--- src/rtl/vip_bch_serial_encoder.sv ---
// Bit-serial systematic BCH encoder.
// Accepts one D-bit message word, then streams D message bits MSB-first
// followed by E parity bits MSB-first. Parity comes from a generator-polynomial
// LFSR that divides m(x)*x^E by g(x) as the message bits go out.
module vip_bch_serial_encoder #(
    parameter int unsigned D        = 21,
    parameter int unsigned E        = 10,
    parameter int unsigned N        = 31,
    parameter logic [E:0]  GEN_POLY = 11'h769
) (
    input  logic         clk,
    input  logic         rst,
    input  logic         in_valid,
    output logic         in_ready,
    input  logic [D-1:0] in_data,
    output logic         out_valid,
    input  logic         out_ready,
    output logic         out_bit,
    output logic         out_last,
    output logic         out_parity,
    output logic         busy
);

    localparam int unsigned MaxDE = (D > E) ? D : E;
    localparam int unsigned CW    = $clog2(MaxDE + 1);

    // Reject unusable code parameters at elaboration time.
    if (D < 1 || E < 1 || D + E > N) begin : g_bad_len
        $error("vip_bch_serial_encoder: need 1 <= D and D+E <= N");
    end
    if (GEN_POLY[E] != 1'b1 || GEN_POLY[0] != 1'b1) begin : g_bad_poly
        $error("vip_bch_serial_encoder: GEN_POLY must have bit E and bit 0 set");
    end

    typedef enum logic [1:0] {
        StIdle,
        StData,
        StParity
    } state_e;

    state_e          state_q;
    logic [D-1:0]    shift_q;
    logic [E-1:0]    lfsr_q;
    logic [CW-1:0]   cnt_q;
    logic            in_ready_q;
    logic            out_valid_q;
    logic            out_parity_q;
    logic            out_last_q;
    logic            busy_q;

    logic            lfsr_fb_d;
    logic [E-1:0]    lfsr_data_d;
    logic [E-1:0]    lfsr_par_d;
    logic [CW-1:0]   cnt_inc_d;

    // Current codeword bit: message MSB in DATA, remainder MSB in PARITY.
    always_comb begin
        out_bit = 1'b0;
        if (out_valid_q) begin
            out_bit = out_parity_q ? lfsr_q[E-1] : shift_q[D-1];
        end
    end

    // LFSR next values: divide-by-g(x) step for data, plain shift-out for parity.
    always_comb begin
        lfsr_fb_d   = shift_q[D-1] ^ lfsr_q[E-1];
        lfsr_data_d = (lfsr_q << 1) ^ (lfsr_fb_d ? GEN_POLY[E-1:0] : '0);
        lfsr_par_d  = lfsr_q << 1;
        cnt_inc_d   = cnt_q + CW'(1);
    end

    // Sequencing FSM; all handshake/status outputs are registered here.
    always_ff @(posedge clk or posedge rst) begin
        if (rst) begin
            state_q      <= StIdle;
            shift_q      <= '0;
            lfsr_q       <= '0;
            cnt_q        <= '0;
            in_ready_q   <= 1'b1;
            out_valid_q  <= 1'b0;
            out_parity_q <= 1'b0;
            out_last_q   <= 1'b0;
            busy_q       <= 1'b0;
        end else begin
            unique case (state_q)
                StIdle: begin
                    if (in_valid) begin
                        shift_q      <= in_data;
                        lfsr_q       <= '0;
                        cnt_q        <= '0;
                        in_ready_q   <= 1'b0;
                        out_valid_q  <= 1'b1;
                        out_parity_q <= 1'b0;
                        out_last_q   <= 1'b0;
                        busy_q       <= 1'b1;
                        state_q      <= StData;
                    end
                end
                StData: begin
                    if (out_ready) begin
                        lfsr_q  <= lfsr_data_d;
                        shift_q <= shift_q << 1;
                        if (cnt_q == CW'(D - 1)) begin
                            cnt_q        <= '0;
                            out_parity_q <= 1'b1;
                            out_last_q   <= (E == 1);
                            state_q      <= StParity;
                        end else begin
                            cnt_q <= cnt_inc_d;
                        end
                    end
                end
                StParity: begin
                    if (out_ready) begin
                        lfsr_q <= lfsr_par_d;
                        if (cnt_q == CW'(E - 1)) begin
                            cnt_q        <= '0;
                            in_ready_q   <= 1'b1;
                            out_valid_q  <= 1'b0;
                            out_parity_q <= 1'b0;
                            out_last_q   <= 1'b0;
                            busy_q       <= 1'b0;
                            state_q      <= StIdle;
                        end else begin
                            cnt_q      <= cnt_inc_d;
                            out_last_q <= (cnt_inc_d == CW'(E - 1));
                        end
                    end
                end
                default: begin
                    state_q <= StIdle;
                end
            endcase
        end
    end

    assign in_ready   = in_ready_q;
    assign out_valid  = out_valid_q;
    assign out_parity = out_parity_q;
    assign out_last   = out_last_q;
    assign busy       = busy_q;

endmodule

--- config.mk ---
export PLATFORM = sky130hd
export DESIGN_NAME = vip_bch_serial_encoder
export DESIGN_NICKNAME = d
export VERILOG_FILES = /design/src/rtl/vip_bch_serial_encoder.sv
export SDC_FILE = /design/constraint.sdc
export NUM_CORES = 1
export LEC_CHECK = 0
export ABC_CLOCK_PERIOD_IN_PS = 2400
export CAP_MARGIN = 20
export CORE_UTILIZATION = 35
export CTS_BUF_LIST = sky130_fd_sc_hd__clkbuf_16
export DETAILED_ROUTE_END_ITERATION = 8
export PLACE_DENSITY_LB_ADDON = 0.05
export SLEW_MARGIN = 25
export SYNTH_ARGS = -nofsm -noshare
export SYNTH_HDL_FRONTEND = slang
export SYNTH_SLANG_ARGS = --single-unit
--- constraint.sdc ---
create_clock -name clk -period 2.4 [get_ports clk]
set_input_delay 0.48 -clock clk [delete_from_list [all_inputs] [get_ports clk]]
set_output_delay 0.48 -clock clk [all_outputs]
set_load 0.05 [all_outputs]
==> flow_metrics.env, run 1 <==
export IMPL_num_io_pins=31
export IMPL_finalPower_mw=3.69
export IMPL_drt_iter0_drc=55
export IMPL_fillers=572
export IMPL_post_route_util_pct=46.1
export IMPL_p_per_area_nw_per_um2=1360
export IMPL_status="finished clean"
export IMPL_fmax_ghz=0.439
export IMPL_fin_setup_tns_ns=0
export IMPL_die_w_um=80.1
export IMPL_syn_inst=209
export IMPL_startpoint="out_parity"
export IMPL_synth_avg_cell_area_um2=10.2
export IMPL_post_cts_buffers=0
export IMPL_cts_buffers=5
export IMPL_timing_final_crit_share_pct=94.8
export IMPL_gr_total_overflow=0
export IMPL_via_per_inst=4.99
export IMPL_worstHoldPathCells=2
export IMPL_clockBufferDepth=2
export IMPL_place_inst=309
export IMPL_dr_total_vias=1582
export IMPL_rsz0062_at_grt="no"
export IMPL_max_slew_margin_rel_pct=62.6
export IMPL_synth_distinct_cells=34
export IMPL_grt_pass1_wl_mm=7.76
export IMPL_syn_nets=242
export IMPL_port_buffers=30
export IMPL_cts_hold_buf=0
export IMPL_final_hold_violation_count=0
export IMPL_drt_pass1_iter_count=4
export IMPL_wl_per_cell_um=14.4
export IMPL_postRouteAntennaNets=0
export IMPL_cp_start_kind="register"
export IMPL_period_minus_slack_ns=2.28
export IMPL_grt_max_degree=43
export IMPL_fp_dieH_um=80.1
export IMPL_vdd_drop_max_uv=697
export IMPL_cp_max_fo=3
export IMPL_cts_root_buf="clkbuf_16"
export IMPL_cts_repair_resized=0
export IMPL_antenna_found_initial=0
export IMPL_first_global_vias=1714
export IMPL_gp_congestion=0.775
export IMPL_grt_usage_pct=16.1
export IMPL_skew_ns=0.00276
export IMPL_ys_warn_count=0
export IMPL_initial_core_util_pct=36.3
export IMPL_drive_gt1_share_pct=9.50
export IMPL_post_route_drc_count=0
export IMPL_syn_area_um2=2130
export IMPL_ys_seq_area_share_pct=49.3
export IMPL_worstPathRequired_ns=1.92
export IMPL_clk_insertion_delay_late_ns=0.28
export IMPL_drv_slew=0
export IMPL_wl_mm=4.56
export IMPL_leakage_nw=1.16
export IMPL_r2r_worst_path_cells=7
export IMPL_cap_violations=0
export IMPL_worst_pin_slew_ns=0.562
export IMPL_worstSetupPathType="reg2out"
export IMPL_coreArea_um2=5890
export IMPL_end_kind="primary output"
export IMPL_place_detailed_hpwl_mm=3.25
export IMPL_ys_ff_latch=42
export IMPL_final_cells=317
export IMPL_area_growth_pct=27.2
export IMPL_tritoncts="built"
export IMPL_hp_class="reg2reg"
export IMPL_setup_violations=0
export IMPL_min_from="lfsr_q[0]"
export IMPL_clk_pin_slew_ns=0.06
export IMPL_num_nets_final=274
export IMPL_critPathArrivalTime_ns=1.80
export IMPL_diodes=0
export IMPL_cts_sinks=42
export IMPL_rows=28
export IMPL_r2r_start="state_q[0]"
export IMPL_htreeDepth=2
export IMPL_dieArea_um2=6420
==> power by group <==
part | internal [mW] | switching [mW] | leakage (nW)
clock | 0.490 | 0.284 | 0.0760
sequential | 0.985 | 0.172 | 0.509
combinational | 0.741 | 1.02 | 0.572
total | 2.22 | 1.47 | 1.16
==> layout by cell type (no fill, tap or decap), types with 2 or more instances in the layout <==
| master | netlist | routed |
|---|---|---|
| nor3_1 | 2 | 2 |
| a22o_1 | 8 | 8 |
| mux2_2 | 3 | 3 |
| nand2_1 | 14 | 14 |
| mux2i_1 | 27 | 27 |
| inv_1 | 8 | 8 |
| clkdlybuf4s50_1 | 0 | 30 |
| clkbuf_16 | 0 | 5 |
| nor2_1 | 28 | 27 |
| xnor2_1 | 3 | 3 |
| buf_4 | 1 | 7 |
| a21oi_1 | 23 | 23 |
| nand2b_1 | 4 | 4 |
| nand3_1 | 2 | 2 |
| ha_1 | 8 | 8 |
| o21ai_0 | 8 | 8 |
| dfrtp_1 | 41 | 41 |
| nor2b_1 | 2 | 2 |
| clkinvlp_4 | 0 | 2 |
==> worst max-delay path, cell delays in order (launching register included) <==
cell	delay [ns]
dfrtp_1	0.41
mux2i_1	0.13
nor2_1	0.14
clkdlybuf4s50_1	0.82
==> cell usage after synthesis <==
cell type	count	area (µm²)
nand4b_1	1	8.76
mux2_4	1	15.0
or3_1	1	6.26
o31ai_1	1	7.51
dfstp_2	1	26.3
a21o_1	1	7.51
inv_1	8	30.0
ha_1	8	100
a22o_1	8	70.1
nand3b_1	1	7.51
nand4_1	1	6.26
nor2b_1	2	12.5
o22ai_1	1	6.26
mux2i_1	27	270
nand4bb_1	1	11.3
o21ba_1	1	10.0
clkbuf_1	6	22.5
xor2_1	1	8.76
nand2b_1	4	25.0
xnor2_1	3	26.3
nor2_1	28	105
nand3_1	2	10.0
buf_2	5	25.0
o21ai_0	8	40.0
nand2_1	14	52.6
buf_1	1	3.75
buf_4	1	7.51
a211oi_1	1	7.51
nor3_1	2	10.0
mux2_2	3	33.8
dfrtp_1	41	1030
nor4_2	1	12.5
a21oi_1	23	115
a22oi_1	1	7.51
==> metal layers <==
metal	vias to the layer above	global-route usage, %	routed length, µm
li1	778	-	-
met1	774	17.8	1950
met2	26	29.1	2390
met3	4	4.09	158
met4	0	6.61	57
met5	-	0	0
==> sequential cells by signal (all words and copies together) (netlist names) <==
register	cells
cnt_q	5
busy	1
lfsr_q	10
state_q	2
out_last	1
shift_q	21
in_ready	1
out_parity	1
==> area by class of cell <==
cell class / count / area [µm²] / area share [%]
inverter: 8 / 30.0 / 1.11
tap: 75 / 93.8 / 3.46
clock buffer: 5 / 125 / 4.61
multi-input combinational: 146 / 996 / 36.7
timing repair buffer: 38 / 373 / 13.7
sequential: 42 / 1050 / 38.8
clock inverter: 3 / 45.0 / 1.66
==> per-stage QoR <==
stage	setup slack [ns]	instance area, µm²	hold slack (ns)
6_report	0.124	2720	0.499
2_1_floorplan	0.442	2130	0.448
5_1_grt	0.0476	2720	0.533
4_1_cts	0.109	2720	0.494
3_5_place_dp	0.103	2540	0.481
3_3_place_gp	0.181	2540	0.470
==> path summary, 6_finish.rpt <==
check / end / slack [ns]
max in group asynchronous: shift_q[5] / 1.38
worst max-delay path: out_bit / 0.12
min in group asynchronous: lfsr_q[5] / 0.64
worst max register to register: cnt_q[4] / 0.38
worst min-delay path: lfsr_q[0] / 0.50
worst min register to register: lfsr_q[0] / 0.50
==> cells by family after synthesis <==
kind of cell             count (synthesis)  share of synthesized area, %
AND/OR/NAND/NOR                         58                          12.5
adder cells (fa/ha/maj)                  8                          4.69
flip-flops                              42                          49.3
buffers and inverters                   21                          4.16
XOR/XNOR                                 4                          1.64
AO/OA/AOI/OAI                           45                          12.7
multiplexers                            31                          14.9
(Power assumes the default switching activity.)
==> inputs of run 2 (changes only) <==
Settings changed: CAP_MARGIN 20 to unset, CTS_BUF_LIST sky130_fd_sc_hd__clkbuf_16 to unset, CTS_CLUSTER_DIAMETER set to 100.
==> run 2 against run 1 <==
Via count is 1.1% higher. Setup slack got worse by 0.027 ns. Maximum frequency down 1.2%. Largest power group unchanged.
==> flow_metrics.env, run 2 (synthesis gave the netlist of run 1 again) <==
export IMPL_status="finished clean"
export IMPL_post_cts_buffers=0
export IMPL_cap_violations=0
export IMPL_drv_slew=0
export IMPL_clk_pin_slew_ns=0.08
export IMPL_finalPower_mw=3.49
export IMPL_grt_max_degree=43
export IMPL_place_ws_ns=0.103
export IMPL_timing_final_crit_share_pct=96.0
export IMPL_fp_dieH_um=80.1
export IMPL_fin_setup_tns_ns=0
export IMPL_whs_ns=0.505
export IMPL_regMostFlops="shift_q"
export IMPL_tritoncts="built"
export IMPL_worst_pin_slew_ns=0.552
export IMPL_first_global_vias=1720
export IMPL_grt_usage_pct=15.9
export IMPL_ff_latch_area_um2=1050
export IMPL_cts_buffers=5
export IMPL_setup_violations=0
export IMPL_htreeDepth=2
export IMPL_antenna_found_initial=0
export IMPL_dr_total_vias=1600
export IMPL_grt_pass1_wl_mm=7.74
export IMPL_worstPathRequired_ns=1.92
export IMPL_worstHoldPathCells=2
export IMPL_fillers=578
export IMPL_final_hold_violation_count=0
export IMPL_r2r_worst_path_cells=7
export IMPL_worstSetupPathType="reg2out"
export IMPL_via_per_inst=5.05
export IMPL_num_nets_final=274
export IMPL_die_w_um=80.1
export IMPL_diodes=0
export IMPL_place_inst=309
export IMPL_post_route_util_pct=45.2
export IMPL_initial_core_util_pct=36.3
export IMPL_gp_congestion=0.775
export IMPL_post_route_drc_count=0
export IMPL_layout_commonest_cell="dfrtp_1"
export IMPL_port_buffers=30
export IMPL_critPathArrivalTime_ns=1.82
export IMPL_area_growth_pct=24.6
export IMPL_max_slew_margin_rel_pct=63.2
export IMPL_dieArea_um2=6420
export IMPL_wl_mm=4.55
export IMPL_cts_sinks=42
export IMPL_leakage_nw=1.13
export IMPL_cts_hold_buf=0
export IMPL_largest_reg_flops=21
export IMPL_cts_root_buf="clkbuf_8"
export IMPL_cts_repair_resized=0
export IMPL_postRouteAntennaNets=0
export IMPL_clockBufferDepth=2
export IMPL_drt_pass1_iter_count=4
export IMPL_rows=28
export IMPL_top_regs="shift_q (21), lfsr_q (10), cnt_q (5)"
export IMPL_hp_class="reg2reg"
export IMPL_layout_common_cells="41 x dfrtp_1, 30 x clkdlybuf4s50_1, 27 x mux2i_1, 27 x nor2_1, 23 x a21oi_1"
export IMPL_setup_ws_ns=0.0970
export IMPL_wl_per_cell_um=14.3
export IMPL_p_per_area_nw_per_um2=1310
export IMPL_multiInputGateArea_um2=996
export IMPL_period_minus_slack_ns=2.30
export IMPL_vdd_drop_max_uv=630
export IMPL_cp_start_kind="register"
export IMPL_gr_total_overflow=0
export IMPL_fmax_ghz=0.434
export IMPL_drt_iter0_drc=51
export IMPL_coreArea_um2=5890
export IMPL_clk_insertion_delay_late_ns=0.30
export IMPL_drive_gt1_share_pct=9.50
export IMPL_skew_ns=0.00435
export IMPL_end_kind="primary output"
export IMPL_rsz0062_at_grt="no"
export IMPL_final_cells=317
export IMPL_fin_area_um2=2660
export IMPL_place_detailed_hpwl_mm=3.25
export IMPL_cp_max_fo=3
export IMPL_placed_cell_area_um2=2540
export IMPL_num_io_pins=31
==> run 2: layer usage <==
layer,GRT usage [%],part of all wire (%),vias to the layer above,wire (µm)
li1,-,-,779,-
met2,29.0,52,38,2340
met1,17.6,43,776,1960
met4,5.00,1.4,0,65
met3,4.55,3.9,7,177
met5,0,0,-,0
==> run 2: report_power, final <==
part | switching [mW] | total, mW | internal [mW]
Combinational | 1.02 | 1.76 | 0.741
Sequential | 0.172 | 1.16 | 0.983
Clock | 0.261 | 0.570 | 0.310
Total | 1.45 | 3.49 | 2.03
==> run 2: cell type report <==
type / instances / share of cell area [%]
sequential: 42 / 39.6
multi-input combinational: 146 / 37.5
timing repair buffer: 38 / 14.0
tap: 75 / 3.53
clock buffer: 5 / 2.59
clock inverter: 3 / 1.69
inverter: 8 / 1.13
==> run 2: critical path, cell delays in order, from the launching register on <==
cell             delay [ns]
dfrtp_1                0.42
mux2i_1                0.13
nor2_1                 0.14
clkdlybuf4s50_1        0.82
==> run 2: final timing paths <==
path	from	to	slack [ns]
min reg2reg	lfsr_q[0]	lfsr_q[0]	0.51
min in group asynchronous	rst	lfsr_q[5]	0.62
max in group asynchronous	rst	state_q[0]	1.40
min	lfsr_q[0]	lfsr_q[0]	0.51
max	out_parity	out_bit	0.1
max reg2reg	state_q[0]	cnt_q[4]	0.38
==> inputs of run 3 (changes only) <==
Settings changed: HOLD_SLACK_MARGIN set to 0.1.
==> results of run 3 <==
Same layout as run 2: the final DEF is identical, and so are final timing and power.
